File: config.mk
export PLATFORM = sky130hd
export DESIGN_NAME = gnw_loader
export DESIGN_NICKNAME = d
export VERILOG_FILES = /design/src/rtl/gnw_loader.sv
export SDC_FILE = /design/constraint.sdc
export NUM_CORES = 1
export LEC_CHECK = 0
export CELL_PAD_IN_SITES_DETAIL_PLACEMENT = 2
export CELL_PAD_IN_SITES_GLOBAL_PLACEMENT = 2
export CORE_ASPECT_RATIO = 0.9
export CORE_MARGIN = 3
export CORE_UTILIZATION = 33
export CTS_BUF_LIST = sky130_fd_sc_hd__clkbuf_8 sky130_fd_sc_hd__clkbuf_16
export DETAILED_ROUTE_END_ITERATION = 10
export HOLD_SLACK_MARGIN = 0.03
export PLACE_DENSITY_LB_ADDON = 0.3
export SLEW_MARGIN = 10
export SYNTH_ARGS = -nofsm -noshare
export SYNTH_HDL_FRONTEND = slang
export SYNTH_SLANG_ARGS = --single-unit
File: constraint.sdc
create_clock -name clk -period 4.4 [get_ports clk]
set_input_delay 0.66 -clock clk [delete_from_list [all_inputs] [get_ports clk]]
set_output_delay 0.66 -clock clk [all_outputs]
set_load 0.01 [all_outputs]
File: src/rtl/gnw_loader.sv
// gnw_loader
// Sequences the Game & Watch BIN download coming from hps_io. The stream is
// split into three consecutive regions:
//   [0 .. HDR_BYTES-1]            header: mcuid, then 12 joystick-mapping bytes
//   [.. +2*SCREENSIZE-1]          LCD image, written to SDRAM with a wait handshake
//   [.. +ROM_BYTES-1]             SM510 program ROM, written to the MCU rom_init port
// Addresses must arrive strictly in order; the end of the download is checked
// for completeness and the result is reported on cfg_valid_o / err_o.
//
// Ports
//   clk, rst_n            system clock, async active-low reset
//   dl_active_i           ioctl_download
//   dl_wr_i               ioctl_wr byte strobe
//   dl_addr_i, dl_data_i  ioctl_addr / ioctl_dout
//   dl_wait_o             ioctl_wait, high while an SDRAM write is outstanding
//   sdram_we_o            one-cycle write request, sdram_addr_o / sdram_din_o
//   sdram_ack_i           one-cycle write-complete pulse
//   rom_we_o              one-cycle ROM write, rom_addr_o / rom_data_o
//   mcuid_o, joy_cfg_o    header contents
//   cfg_valid_o           last download completed cleanly
//   err_o                 0 none, 1 out-of-order, 2 short file, 3 overrun
module gnw_loader #(
  parameter int SCREENSIZE = 307200,
  parameter int HDR_BYTES  = 13,
  parameter int ROM_BYTES  = 4096
) (
  input  logic        clk,
  input  logic        rst_n,
  input  logic        dl_active_i,
  input  logic        dl_wr_i,
  input  logic [24:0] dl_addr_i,
  input  logic [7:0]  dl_data_i,
  output logic        dl_wait_o,
  output logic        sdram_we_o,
  output logic [24:0] sdram_addr_o,
  output logic [7:0]  sdram_din_o,
  input  logic        sdram_ack_i,
  output logic        rom_we_o,
  output logic [11:0] rom_addr_o,
  output logic [7:0]  rom_data_o,
  output logic [7:0]  mcuid_o,
  output logic [95:0] joy_cfg_o,
  output logic        cfg_valid_o,
  output logic [1:0]  err_o
);

  localparam logic [24:0] HDR_LAST = 25'(HDR_BYTES - 1);
  localparam logic [24:0] SCR_END  = 25'(HDR_BYTES + 2 * SCREENSIZE);
  localparam logic [24:0] TOTAL    = 25'(HDR_BYTES + 2 * SCREENSIZE + ROM_BYTES);
  localparam logic [24:0] ROM_LEN  = 25'(ROM_BYTES);
  localparam logic [24:0] EXP_MAX  = 25'h1FF_FFFF;

  typedef enum logic [2:0] {
    ST_IDLE   = 3'd0,
    ST_HEADER = 3'd1,
    ST_SCREEN = 3'd2,
    ST_ROM    = 3'd3,
    ST_DONE   = 3'd4,
    ST_ERR    = 3'd5
  } state_e;

  state_e      state_q, state_d;
  logic        active_q;
  logic [24:0] exp_q, exp_d;
  logic        wait_q, wait_d;
  logic        end_pend_q, end_pend_d;
  logic        sdram_we_q, sdram_we_d;
  logic [24:0] sdram_addr_q, sdram_addr_d;
  logic [7:0]  sdram_din_q, sdram_din_d;
  logic        rom_we_q, rom_we_d;
  logic [11:0] rom_addr_q, rom_addr_d;
  logic [7:0]  rom_data_q, rom_data_d;
  logic [7:0]  mcuid_q, mcuid_d;
  logic [95:0] joy_q, joy_d;
  logic        cfg_valid_q, cfg_valid_d;
  logic [1:0]  err_q, err_d;

  // A start overrides whatever state we were in: the cycle is processed as if
  // already in HEADER with exp=0, so a byte arriving with the rising edge of
  // dl_active becomes header byte 0.
  logic        start_s, fall_s, loading_s, byte_s;
  logic        overrun_s, good_s, bad_s, ack_s, end_now_s, complete_s, rom_hit_s;
  state_e      st_eff_s;
  logic [24:0] exp_eff_s, rom_off_s;

  assign start_s    = dl_active_i & ~active_q;
  assign fall_s     = ~dl_active_i & active_q;
  assign st_eff_s   = start_s ? ST_HEADER : state_q;
  assign exp_eff_s  = start_s ? 25'd0 : exp_q;
  assign loading_s  = (st_eff_s == ST_HEADER) | (st_eff_s == ST_SCREEN) | (st_eff_s == ST_ROM);
  assign byte_s     = dl_wr_i & dl_active_i & loading_s;
  assign overrun_s  = byte_s & wait_q;
  assign good_s     = byte_s & ~wait_q & (dl_addr_i == exp_eff_s);
  assign bad_s      = byte_s & ~wait_q & (dl_addr_i != exp_eff_s);
  // An ack only counts when a write is actually outstanding; a stray ack after
  // reset therefore does nothing.
  assign ack_s      = sdram_ack_i & wait_q;
  // End of download is judged only once no SDRAM write is outstanding.
  assign end_now_s  = loading_s & ~wait_q & (fall_s | (end_pend_q & ~start_s));
  assign complete_s = (exp_q >= TOTAL);
  assign rom_off_s  = dl_addr_i - SCR_END;
  assign rom_hit_s  = (rom_off_s < ROM_LEN);

  // State register and download-edge detector
  always_ff @(posedge clk or negedge rst_n) begin
    if (!rst_n) begin
      state_q  <= ST_IDLE;
      active_q <= 1'b0;
    end else begin
      state_q  <= state_d;
      active_q <= dl_active_i;
    end
  end

  // Next-state logic
  always_comb begin
    state_d = st_eff_s;
    if (overrun_s || bad_s) begin
      state_d = ST_ERR;
    end else if (end_now_s) begin
      state_d = complete_s ? ST_DONE : ST_ERR;
    end else if (good_s && (st_eff_s == ST_HEADER) && (exp_eff_s == HDR_LAST)) begin
      state_d = ST_SCREEN;
    end else if (ack_s && (st_eff_s == ST_SCREEN) && (exp_q == SCR_END)) begin
      // leave SCREEN only once the final image byte has been acknowledged
      state_d = ST_ROM;
    end else begin
      state_d = st_eff_s;
    end
  end

  // Output and datapath next-value logic
  always_comb begin
    exp_d        = exp_eff_s;
    wait_d       = wait_q;
    end_pend_d   = start_s ? 1'b0 : end_pend_q;
    sdram_we_d   = 1'b0;
    sdram_addr_d = sdram_addr_q;
    sdram_din_d  = sdram_din_q;
    rom_we_d     = 1'b0;
    rom_addr_d   = rom_addr_q;
    rom_data_d   = rom_data_q;
    mcuid_d      = mcuid_q;
    joy_d        = joy_q;
    cfg_valid_d  = start_s ? 1'b0 : cfg_valid_q;
    err_d        = start_s ? 2'd0 : err_q;

    if (ack_s) begin
      wait_d = 1'b0;
    end else begin
      wait_d = wait_q;
    end

    // dl_active fell with a write still outstanding: remember it and judge
    // completion after the ack has been consumed.
    if (fall_s && loading_s && wait_q) begin
      end_pend_d = 1'b1;
    end else begin
      end_pend_d = end_pend_d;
    end

    if (end_now_s) begin
      end_pend_d  = 1'b0;
      cfg_valid_d = complete_s;
      err_d       = complete_s ? 2'd0 : 2'd2;
    end else if (overrun_s) begin
      err_d = 2'd3;
    end else if (bad_s) begin
      err_d = 2'd1;
    end else begin
      err_d = err_d;
    end

    if (good_s) begin
      exp_d = (exp_eff_s == EXP_MAX) ? EXP_MAX : exp_eff_s + 25'd1;
      case (st_eff_s)
        ST_HEADER: begin
          if (exp_eff_s == 25'd0) begin
            mcuid_d = dl_data_i;
          end else begin
            mcuid_d = mcuid_q;
          end
          for (int i = 0; i < 12; i++) begin
            if (exp_eff_s == 25'(i + 1)) begin
              joy_d[8*i +: 8] = dl_data_i;
            end else begin
              joy_d[8*i +: 8] = joy_q[8*i +: 8];
            end
          end
        end
        ST_SCREEN: begin
          sdram_we_d   = 1'b1;
          sdram_addr_d = dl_addr_i;
          sdram_din_d  = dl_data_i;
          wait_d       = 1'b1;
        end
        ST_ROM: begin
          // bytes beyond the ROM size are swallowed, exp still advances
          if (rom_hit_s) begin
            rom_we_d   = 1'b1;
            rom_addr_d = rom_off_s[11:0];
            rom_data_d = dl_data_i;
          end else begin
            rom_we_d = 1'b0;
          end
        end
        default: begin
          exp_d = exp_d;
        end
      endcase
    end else begin
      exp_d = exp_d;
    end
  end

  // Datapath and registered outputs
  always_ff @(posedge clk or negedge rst_n) begin
    if (!rst_n) begin
      exp_q        <= 25'd0;
      wait_q       <= 1'b0;
      end_pend_q   <= 1'b0;
      sdram_we_q   <= 1'b0;
      sdram_addr_q <= 25'd0;
      sdram_din_q  <= 8'd0;
      rom_we_q     <= 1'b0;
      rom_addr_q   <= 12'd0;
      rom_data_q   <= 8'd0;
      mcuid_q      <= 8'd0;
      joy_q        <= 96'd0;
      cfg_valid_q  <= 1'b0;
      err_q        <= 2'd0;
    end else begin
      exp_q        <= exp_d;
      wait_q       <= wait_d;
      end_pend_q   <= end_pend_d;
      sdram_we_q   <= sdram_we_d;
      sdram_addr_q <= sdram_addr_d;
      sdram_din_q  <= sdram_din_d;
      rom_we_q     <= rom_we_d;
      rom_addr_q   <= rom_addr_d;
      rom_data_q   <= rom_data_d;
      mcuid_q      <= mcuid_d;
      joy_q        <= joy_d;
      cfg_valid_q  <= cfg_valid_d;
      err_q        <= err_d;
    end
  end

  assign dl_wait_o    = wait_q;
  assign sdram_we_o   = sdram_we_q;
  assign sdram_addr_o = sdram_addr_q;
  assign sdram_din_o  = sdram_din_q;
  assign rom_we_o     = rom_we_q;
  assign rom_addr_o   = rom_addr_q;
  assign rom_data_o   = rom_data_q;
  assign mcuid_o      = mcuid_q;
  assign joy_cfg_o    = joy_q;
  assign cfg_valid_o  = cfg_valid_q;
  assign err_o        = err_q;

endmodule

Word level (Yosys, flattened, before mapping)
Cells that the tools add are included.

cells by class
  $add $sub $neg = 2
  $lt $le $gt $ge = 2
  equality and inequality tests = 19
  multiplexer cells = 26
  bitwise gates (word level) = 19
  reductions and logical operators = 26

operators by type and width
  kind                                                    count
  == test 25 x 4 -> 1 bit (second input constant)         5
  == test 25 x 3 -> 1 bit (second input constant)         4
  two-way mux 25 bit                                      3
  == test 25 x 2 -> 1 bit (second input constant)         2
  AND reduction 3 bit                                     14
  adder 25 x 1 -> 25 bit (second input constant)          1
  == test 25 x 1 -> 1 bit (second input constant)         1
  == test 25 x 20 -> 1 bit (second input constant)        1
  == test 25 bit                                          1
  == test 25 bit (second input constant)                  1
  >= comparator 25 x 20 -> 1 bit (second input constant)  1
  logical NOT 25 bit                                      1
  < comparator 25 x 13 -> 1 bit (second input constant)   1
  inequality test 25 bit                                  1
  subtractor 25 x 20 -> 25 bit (second input constant)    1
  two-way mux 3 bit                                       5
  two-way mux 1 bit                                       13
  AND 1 bit                                               12
  two-way mux 2 bit                                       5
  == test 3 x 2 -> 1 bit (second input constant)          2
  logical AND 1 bit                                       6
  NOT 1 bit                                               4
  nonzero test 4 bit                                      1
  == test 3 x 1 -> 1 bit (second input constant)          1
  other kinds (5)                                         7

storage, ports and cells
  flip-flop bits (word level) = 193
  output and inout port bits = 163
  word-level logic and storage cells = 120

Logic depth before layout (Yosys ltp)
Gate-level depths: netlist (run 1).

  depth in word-level cells = 14
  depth in mapped cells = 15
  mapped depth without buffers = 11

Worst setup path before layout (run 1)
OpenSTA, ideal clock, no wires.

  path kind = input-to-reg
  start = input port dl_addr_i[5]
  end = register rom_addr_q[0], in the netlist rom_addr_o[0]
  arrival time = 3.760 ns
  required time = 4.275 ns
  setup slack = 0.515 ns
  stages on the path = 11
  cell sequence = buf_2 > or4_4 > or4_4 > or4_1 > buf_2 > and2_1 > mux2_1 > o2111ai_1 > or4_4 > buf_6 > mux2_4

on the way
  word-level cells in the longest chain between the ends = 3
  elaborated cells on any way between the ends = 5
  classes of those cells = 1 x add/sub; 1 x order compare; 1 x eq/ne; 1 x bitwise; 1 x reduce/logical

RTL lines
  what                                                                   RTL line  RTL
  from (decl)                                                            31        input logic [24:0] dl_addr_i,
  subtractor 25 x 20 -> 25 bit / == test 25 bit (equally long branches)  101, 93
  < comparator 25 x 13 -> 1 bit / AND 1 bit (equally long branches)      102, 93
  AND reduction 3 bit (no source line) (*)                               n/a
  to (signal assigned)                                                   240       rom_addr_q <= rom_addr_d;
  to (decl)                                                              71        logic [11:0] rom_addr_q, rom_addr_d;

Mark *: on every way between the ends. The rest lies on a longest branch, timed or not.
A chain may end at the register's enable or synchronous reset.

Worst setup path after layout (run 1)
  start = input port dl_addr_i[4]
  end = register rom_data_q[7], in the netlist rom_data_o[7]

on the way
  word-level cells in the longest chain between the ends = 3
  elaborated cells on any way between the ends = 5
  classes of those cells = 1 x add/sub; 1 x order compare; 1 x eq/ne; 1 x bitwise; 1 x reduce/logical

RTL lines
  what                                                                   RTL line  RTL
  subtractor 25 x 20 -> 25 bit / == test 25 bit (equally long branches)  101, 93
  < comparator 25 x 13 -> 1 bit / AND 1 bit (equally long branches)      102, 93
  AND reduction 3 bit (no source line) (*)                               n/a
  to (signal assigned)                                                   241       rom_data_q <= rom_data_d;
  to (decl)                                                              72        logic [7:0] rom_data_q, rom_data_d;

Marks and branches as above.

==> flow_metrics.py, run 1 <==
metrics = {
    "outcome": {
        "run_status": "finished clean",
    },
    "clock_tree": {
        "numClockSinks": 193,
        "post_cts.repair.setup_buffers": 0,
        "insertion_delay_of_the_later_clocked_pin_in_the_worst_skew_pair_ns": 0.45,
        "max-clock-path-buffers": 2,
        "ctsResizeCount": 0,
        "numCtsBuffers": 17,
        "ctsHoldBuffers": 0,
        "cts_max_level": 4,
        "cts_tree": "yes",
        "clock_tree.root_cell": "sky130_fd_sc_hd__clkbuf_16",
        "clk_pin_slew_ns": 0.09,
    },
    "global_routing": {
        "grt_first_pass_wirelength_um": 50200,
        "maximum_number_of_pins_on_one_net_before_global_route_repair": 103,
        "antenna_found_initial": 0,
        "global_route.overflow_total": 0,
        "grt_util_all_layers_pct": 21.9,
        "first_global_vias": 8008,
    },
    "logic_synthesis": {
        "asyncSetResetFlopFracSynth_pct": 100,
        "post_synth_most_frequent_cells": "sky130_fd_sc_hd__dfrtp_1, sky130_fd_sc_hd__mux2_2, sky130_fd_sc_hd__nand2_1",
        "synth-seq-area-share_pct": 52.9,
        "cell_taking_the_most_area_after_synthesis": "sky130_fd_sc_hd__dfrtp_1",
        "synth.net_count": 822,
        "synth-edff-count": 0,
        "syn-cell-area_sq_um": 9140,
        "post_synth_num_cell_types": 58,
        "synthesis.area_per_instance_sq_um": 11.7,
        "syn-instance-count": 779,
        "synth_flop_cell": "sky130_fd_sc_hd__dfrtp_1",
        "yosys.cell_count.top_type": "sky130_fd_sc_hd__dfrtp_1",
        "synth_seq_cells": 193,
        "post_synth_main_area_contributors": "sky130_fd_sc_hd__dfrtp_1, sky130_fd_sc_hd__mux2_2, sky130_fd_sc_hd__mux2_1, sky130_fd_sc_hd__mux2_4, sky130_fd_sc_hd__xor2_1",
        "post_synth_top_area_share_pct": 52.9,
        "yosys_warnings": 0,
    },
    "setup_path": {
        "critical_path_required_ns": 4.73,
        "worst_setup_path_start_kind": "input pin",
        "end_kind": "flop",
        "ff2ff_setup_slack_ns": 0.98,
        "crit_type": "input pin to flop",
        "critPathMaxFanout": 21,
        "timing.critical_path.arrival_ns": 4.39,
        "timing.rr.start": "active_q$_DFF_PN0_",
        "regToRegEndpoint": "joy_cfg_o[89]$_DFFE_PN0P_",
        "timing.reg2reg.worst_path_depth": 10,
    },
    "routing": {
        "routed_wirelength_um": 32000,
        "antenna_left": 0,
        "vias_per_cell": 5.26,
        "post-route-drc-count": 0,
        "highest-signal-layer": "met4",
        "routedWlPerCell_um": 23.9,
        "via_count": 7046,
        "drt_first_pass_iters": 4,
        "wl_met3_um": 1620,
        "wire_length_on_met1_um": 14300,
        "starting_drc_count_in_detailed_routing": 300,
        "wl_met2_um": 15700,
    },
    "sta": {
        "fmax_mhz": 246,
        "hold_violations": 0,
        "layout_setup_ws_ns": 0.337,
        "layout_worst_path_cycle_share_pct": 92.3,
        "worst_pin_slew_ns": 0.867,
        "grt_setup_unrepaired": "false",
        "fin_crit_ns": 4.06,
        "finalMaxSlewViolations": 0,
        "worst_clock_skew_ns": 0.0183,
        "setup_viol_count_final": 0,
        "worst_slew_margin_rel_pct": 42.2,
        "tns_ns": 0,
    },
    "place": {
        "io_buffers": 200,
        "dp.final_hpwl_um": 23000,
        "place_ws_ns": -0.0962,
        "postPlaceCellArea_sq_um": 11600,
        "routabilityCongestion": 0.869,
    },
    "finish": {
        "nets": 1015,
        "finish.utilization_pct": 45.2,
        "area_delta_synth_final_pct": 34.1,
        "antennaDiodeCount": 0,
        "final_layout_size_suffix_gt1_share_pct": 17.3,
        "final_design_area_no_fill_sq_um": 12200,
    },
    "floorplanning": {
        "die_area_sq_um": 29700,
        "chipHeight_um": 164,
        "die_x_um": 181,
        "io_pins": 201,
        "floorplan.initialDensity_pct": 33.7,
        "coreArea_sq_um": 27100,
        "row_count": 57,
    },
    "job": {
        "maxCapViolCount": 0,
    },
    "power": {
        "power_density_nw_per_um2": 308,
        "irDropWorstVdd_mv": 0.223,
        "p_leak_nw": 5.74,
    },
    "hold_path": {
        "worstHoldPathType": "input pin to async pin",
    },
}
## area by class of cell
type / count / area, sq um
Sequential cell: 193 / 4830
Timing Repair Buffer: 228 / 2250
Multi-Input combinational cell: 518 / 4050
Inverter: 14 / 52.6
Clock buffer: 18 / 439
Fill cell: 2731 / 14900
Clock inverter: 14 / 183
Tap cell: 354 / 443
## cells by family (layout without fill, tap and decap cells)
| kind of cell | after synthesis | after routing | synth area share [%] |
|---|---|---|---|
| DFF | 193 | 193 | 52.9 |
| muxes | 160 | 160 | 20.4 |
| AOI/OAI and AO/OA | 89 | 89 | 6.36 |
| xor gates and xnor gates | 42 | 42 | 4.03 |
| and+or+nand+nor | 221 | 221 | 12.5 |
| adders and majority gates | 6 | 6 | 0.794 |
| buffers and inverters | 68 | 274 | 3.07 |
## placed cells by master (no fill, tap or decap), types with 10 or more instances in the layout
cell and count:
sky130_fd_sc_hd__nand2_1 59, sky130_fd_sc_hd__mux2_2 83, sky130_fd_sc_hd__nor2_1 53, sky130_fd_sc_hd__xor2_1 27, sky130_fd_sc_hd__xnor2_1 15, sky130_fd_sc_hd__a21oi_1 10, sky130_fd_sc_hd__clkbuf_16 17, sky130_fd_sc_hd__mux2_1 56
sky130_fd_sc_hd__nand4_1 24, sky130_fd_sc_hd__inv_1 13, sky130_fd_sc_hd__dfrtp_1 193, sky130_fd_sc_hd__nand3_1 19, sky130_fd_sc_hd__buf_4 25, sky130_fd_sc_hd__mux2_4 17, sky130_fd_sc_hd__clkdlybuf4s50_1 199, sky130_fd_sc_hd__o21ai_0 30
## worst max-delay path, cell delays in order
cell and delay, ns:
sky130_fd_sc_hd__clkdlybuf4s50_1 0.43, sky130_fd_sc_hd__or4_4 0.56, sky130_fd_sc_hd__or4_4 0.47, sky130_fd_sc_hd__or4_1 0.63, sky130_fd_sc_hd__and3_1 0.25, sky130_fd_sc_hd__o32ai_1 0.17
sky130_fd_sc_hd__o2111ai_1 0.16, sky130_fd_sc_hd__or4_4 0.66, sky130_fd_sc_hd__mux2_1 0.39
## stage by stage
step	total power [mW]	instances	hold WS, ns
floorplan	1.98	779	0.364
global placement	2.16	1307	0.467
detailed placement	2.17	1307	0.480
CTS	3.82	1339	0.332
global route	3.92	1339	0.351
finish	3.77	1339	0.285
## sequential cells by signal, indices dropped and copies added (netlist names)
name	cells
sdram_din_o	8
sdram_addr_o	25
rom_data_o	8
rom_we_o	1
cfg_valid_o	1
mcuid_o	8
exp_q	25
joy_cfg_o	96
end_pend_q	1
state_q	3
err_o	2
rom_addr_o	12
active_q	1
sdram_we_o	1
dl_wait_o	1
## report_power, final
part           leakage, nW  switching (mW)  internal [mW]
clock network        0.299           0.840          0.793
registers             2.67          0.0216           1.79
logic                 2.77           0.199          0.120
total                 5.74            1.06           2.71
## per-layer routing
| metal | up-vias | global-route usage [%] |
|---|---|---|
| li1 | 3170 | - |
| met1 | 3717 | 28.4 |
| met2 | 145 | 37.5 |
| met3 | 14 | 5.56 |
| met4 | 0 | 4.50 |
| met5 | - | 0 |
## how the worst max path moves through the flow
stage | startpoint | to
3_3_place_gp | dl_addr_i[4] | rom_data_o[7]$_DFFE_PN0P_
2_1_floorplan | dl_addr_i[5] | rom_addr_o[0]$_DFFE_PN0P_
4_1_cts | dl_addr_i[4] | rom_data_o[7]$_DFFE_PN0P_
5_1_grt | dl_addr_i[4] | rom_data_o[0]$_DFFE_PN0P_
3_5_place_dp | dl_addr_i[4] | rom_data_o[7]$_DFFE_PN0P_
6_report | dl_addr_i[4] | rom_data_o[7]$_DFFE_PN0P_
Note: power is estimated with default switching activity, not from simulation.
==> inputs of run 2 (changes only) <==
--- a/config.mk
+++ b/config.mk
@@ -18,3 +18,4 @@
 export SYNTH_ARGS = -nofsm -noshare
 export SYNTH_HDL_FRONTEND = slang
 export SYNTH_SLANG_ARGS = --single-unit
+export TNS_END_PERCENT = 1
==> results of run 2 <==
The final DEF is identical to that of run 1; final timing and power are the same.
==> inputs of run 3 (changes only) <==
--- a/config.mk
+++ b/config.mk
@@ -13,7 +13,7 @@
 export CTS_BUF_LIST = sky130_fd_sc_hd__clkbuf_8 sky130_fd_sc_hd__clkbuf_16
 export DETAILED_ROUTE_END_ITERATION = 10
 export HOLD_SLACK_MARGIN = 0.03
-export PLACE_DENSITY_LB_ADDON = 0.3
+export PLACE_DENSITY_LB_ADDON = 0.1
 export SLEW_MARGIN = 10
 export SYNTH_ARGS = -nofsm -noshare
 export SYNTH_HDL_FRONTEND = slang
==> flow_metrics.py, run 3 (synthesized netlist as in run 1, its figures left out) <==
metrics = {
    "global_routing": {
        "first_global_vias": 7984,
        "grt_util_all_layers_pct": 21.2,
        "grt_first_pass_wirelength_um": 48800,
        "global_route.overflow_total": 0,
        "antenna_found_initial": 0,
        "maximum_number_of_pins_on_one_net_before_global_route_repair": 129,
    },
    "routing": {
        "via_count": 7098,
        "routed_wirelength_um": 31100,
        "routedWlPerCell_um": 23.3,
        "drt_first_pass_iters": 4,
        "starting_drc_count_in_detailed_routing": 323,
        "post-route-drc-count": 0,
        "vias_per_cell": 5.31,
        "antenna_left": 0,
    },
    "setup_path": {
        "timing.critical_path.arrival_ns": 4.43,
        "critical_path.max_stage_delay_ns": 0.78,
        "regToRegEndpoint": "rom_data_o[7]$_DFFE_PN0P_",
        "cp_num_cells": 9,
        "cp_cell_sequence": "clkdlybuf4s50_1 -> or4_4 -> or4_4 -> or4_1 -> a21oi_1 -> a31o_1 -> nand4_1 -> or4_4 -> mux2_1",
        "setup.worst_path.start": "dl_addr_i[4]",
        "worst_path_most_repeated_cell": "sky130_fd_sc_hd__or4_4",
        "worst_setup_path_start_kind": "input pin",
        "critPathMaxFanout": 21,
        "cp_top_family": "simple AND/OR/NAND/NOR gates",
        "ff2ff_setup_slack_ns": 0.92,
        "critical_path_required_ns": 4.72,
        "crit_type": "input pin to flop",
        "timing.rr.start": "active_q$_DFF_PN0_",
        "path_buf_inv": 1,
        "crit_end": "rom_data_o[7]$_DFFE_PN0P_",
        "timing.reg2reg.worst_path_depth": 7,
        "end_kind": "flop",
        "crit_path_top_delay_cell": "sky130_fd_sc_hd__or4_4",
    },
    "finish": {
        "nets": 1012,
        "layout.cells.most_common_list": "sky130_fd_sc_hd__clkdlybuf4s50_1, sky130_fd_sc_hd__dfrtp_1, sky130_fd_sc_hd__mux2_2",
        "antennaDiodeCount": 0,
        "instances_no_fill": 1336,
        "final_layout_size_suffix_gt1_share_pct": 16.8,
        "leading_cell_type_in_the_layout_fill_and_taps_excluded": "sky130_fd_sc_hd__clkdlybuf4s50_1",
        "area_delta_synth_final_pct": 33.8,
        "largest_register_ff_count": 96,
    },
    "power": {
        "power.internal_mw": 2.69,
        "netSwitchingFraction_pct": 28.1,
        "p_comb_share_pct": 8.6,
        "p_leak_nw": 5.73,
        "pwr-share-seq_pct": 48.5,
        "irDropWorstVdd_mv": 0.214,
        "power_density_nw_per_um2": 306,
        "power_mw": 3.74,
        "pwr-share-clk_pct": 42.9,
        "total_switching_power_mw": 1.05,
    },
    "outcome": {
        "run_status": "finished clean",
    },
    "place": {
        "dp.final_hpwl_um": 22200,
        "place_ws_ns": -0.116,
        "placed_insts": 1304,
        "io_buffers": 200,
        "routabilityCongestion": 0.853,
    },
    "clock_tree": {
        "clk_pin_slew_ns": 0.09,
        "post_cts.repair.setup_buffers": 0,
        "cts_tree": "yes",
        "ctsResizeCount": 0,
        "insertion_delay_of_the_later_clocked_pin_in_the_worst_skew_pair_ns": 0.45,
        "cts_max_level": 4,
        "numClockSinks": 193,
        "numCtsBuffers": 17,
        "clock_tree.root_cell": "sky130_fd_sc_hd__clkbuf_16",
        "ctsHoldBuffers": 0,
        "max-clock-path-buffers": 2,
    },
    "floorplanning": {
        "row_count": 57,
        "io_pins": 201,
        "floorplan.initialDensity_pct": 33.7,
        "coreArea_sq_um": 27100,
        "die_area_sq_um": 29700,
        "chipHeight_um": 164,
        "die_x_um": 181,
    },
    "sta": {
        "fmax_mhz": 243,
        "setup_viol_count_final": 0,
        "worst_clock_skew_ns": 0.0152,
        "worst_slew_margin_rel_pct": 26.7,
        "grt_setup_unrepaired": "false",
        "worst_pin_slew_ns": 1.10,
        "hold_violations": 0,
        "layout_worst_path_cycle_share_pct": 93.4,
        "layout_setup_ws_ns": 0.292,
        "finalMaxSlewViolations": 0,
        "fin_crit_ns": 4.11,
    },
    "hold_path": {
        "worstHoldPathType": "input pin to async pin",
    },
    "job": {
        "maxCapViolCount": 0,
    },
}
[run 3: final cells by class]
cell class | count | area (sq um)
Clock buffer | 17 | 425
Clock inverter | 15 | 184
Fill cell | 2761 | 14900
Inverter | 14 | 52.6
Multi-Input combinational cell | 518 | 4040
Sequential cell | 193 | 4830
Tap cell | 354 | 443
Timing Repair Buffer | 225 | 2240
[run 3: power by group through the flow]
stage	clock, mW	sequential (mW)	combinational, mW
2_1_floorplan	0	1.85	0.129
3_3_place_gp	0	1.85	0.310
3_5_place_dp	0	1.85	0.322
4_1_cts	1.66	1.81	0.326
5_1_grt	1.74	1.82	0.354
6_report	1.60	1.81	0.321
[run 3: how the worst min path moves through the flow]
stage	slack [ns]	end
2_1_floorplan	0.36	active_q$_DFF_PN0_
3_3_place_gp	0.47	sdram_din_o[4]$_DFFE_PN0P_
3_5_place_dp	0.48	sdram_addr_o[19]$_DFFE_PN0P_
4_1_cts	0.42	joy_cfg_o[38]$_DFFE_PN0P_
5_1_grt	0.44	joy_cfg_o[38]$_DFFE_PN0P_
6_report	0.34	joy_cfg_o[38]$_DFFE_PN0P_
[run 3: routing by layer]
layer	GRT usage, %	vias up	part of all wire, %
met2	36.3	150	49
met3	4.83	19	4.6
met4	4.85	0	1.2
met5	0	-	0
li1	-	3171	-
met1	27.7	3758	45
[run 3: per-stage QoR]
stage / area, sq um / hold WS (ns) / utilization [%] / setup TNS, ns
6_report: 12200 / 0.344 / 45.1 / 0
3_5_place_dp: 11600 / 0.475 / 42.8 / -1.74
5_1_grt: 12200 / 0.435 / 45.1 / 0
2_1_floorplan: 9140 / 0.364 / - / 0
3_3_place_gp: 11600 / 0.467 / 42.8 / 0
4_1_cts: 12200 / 0.417 / 45.1 / 0
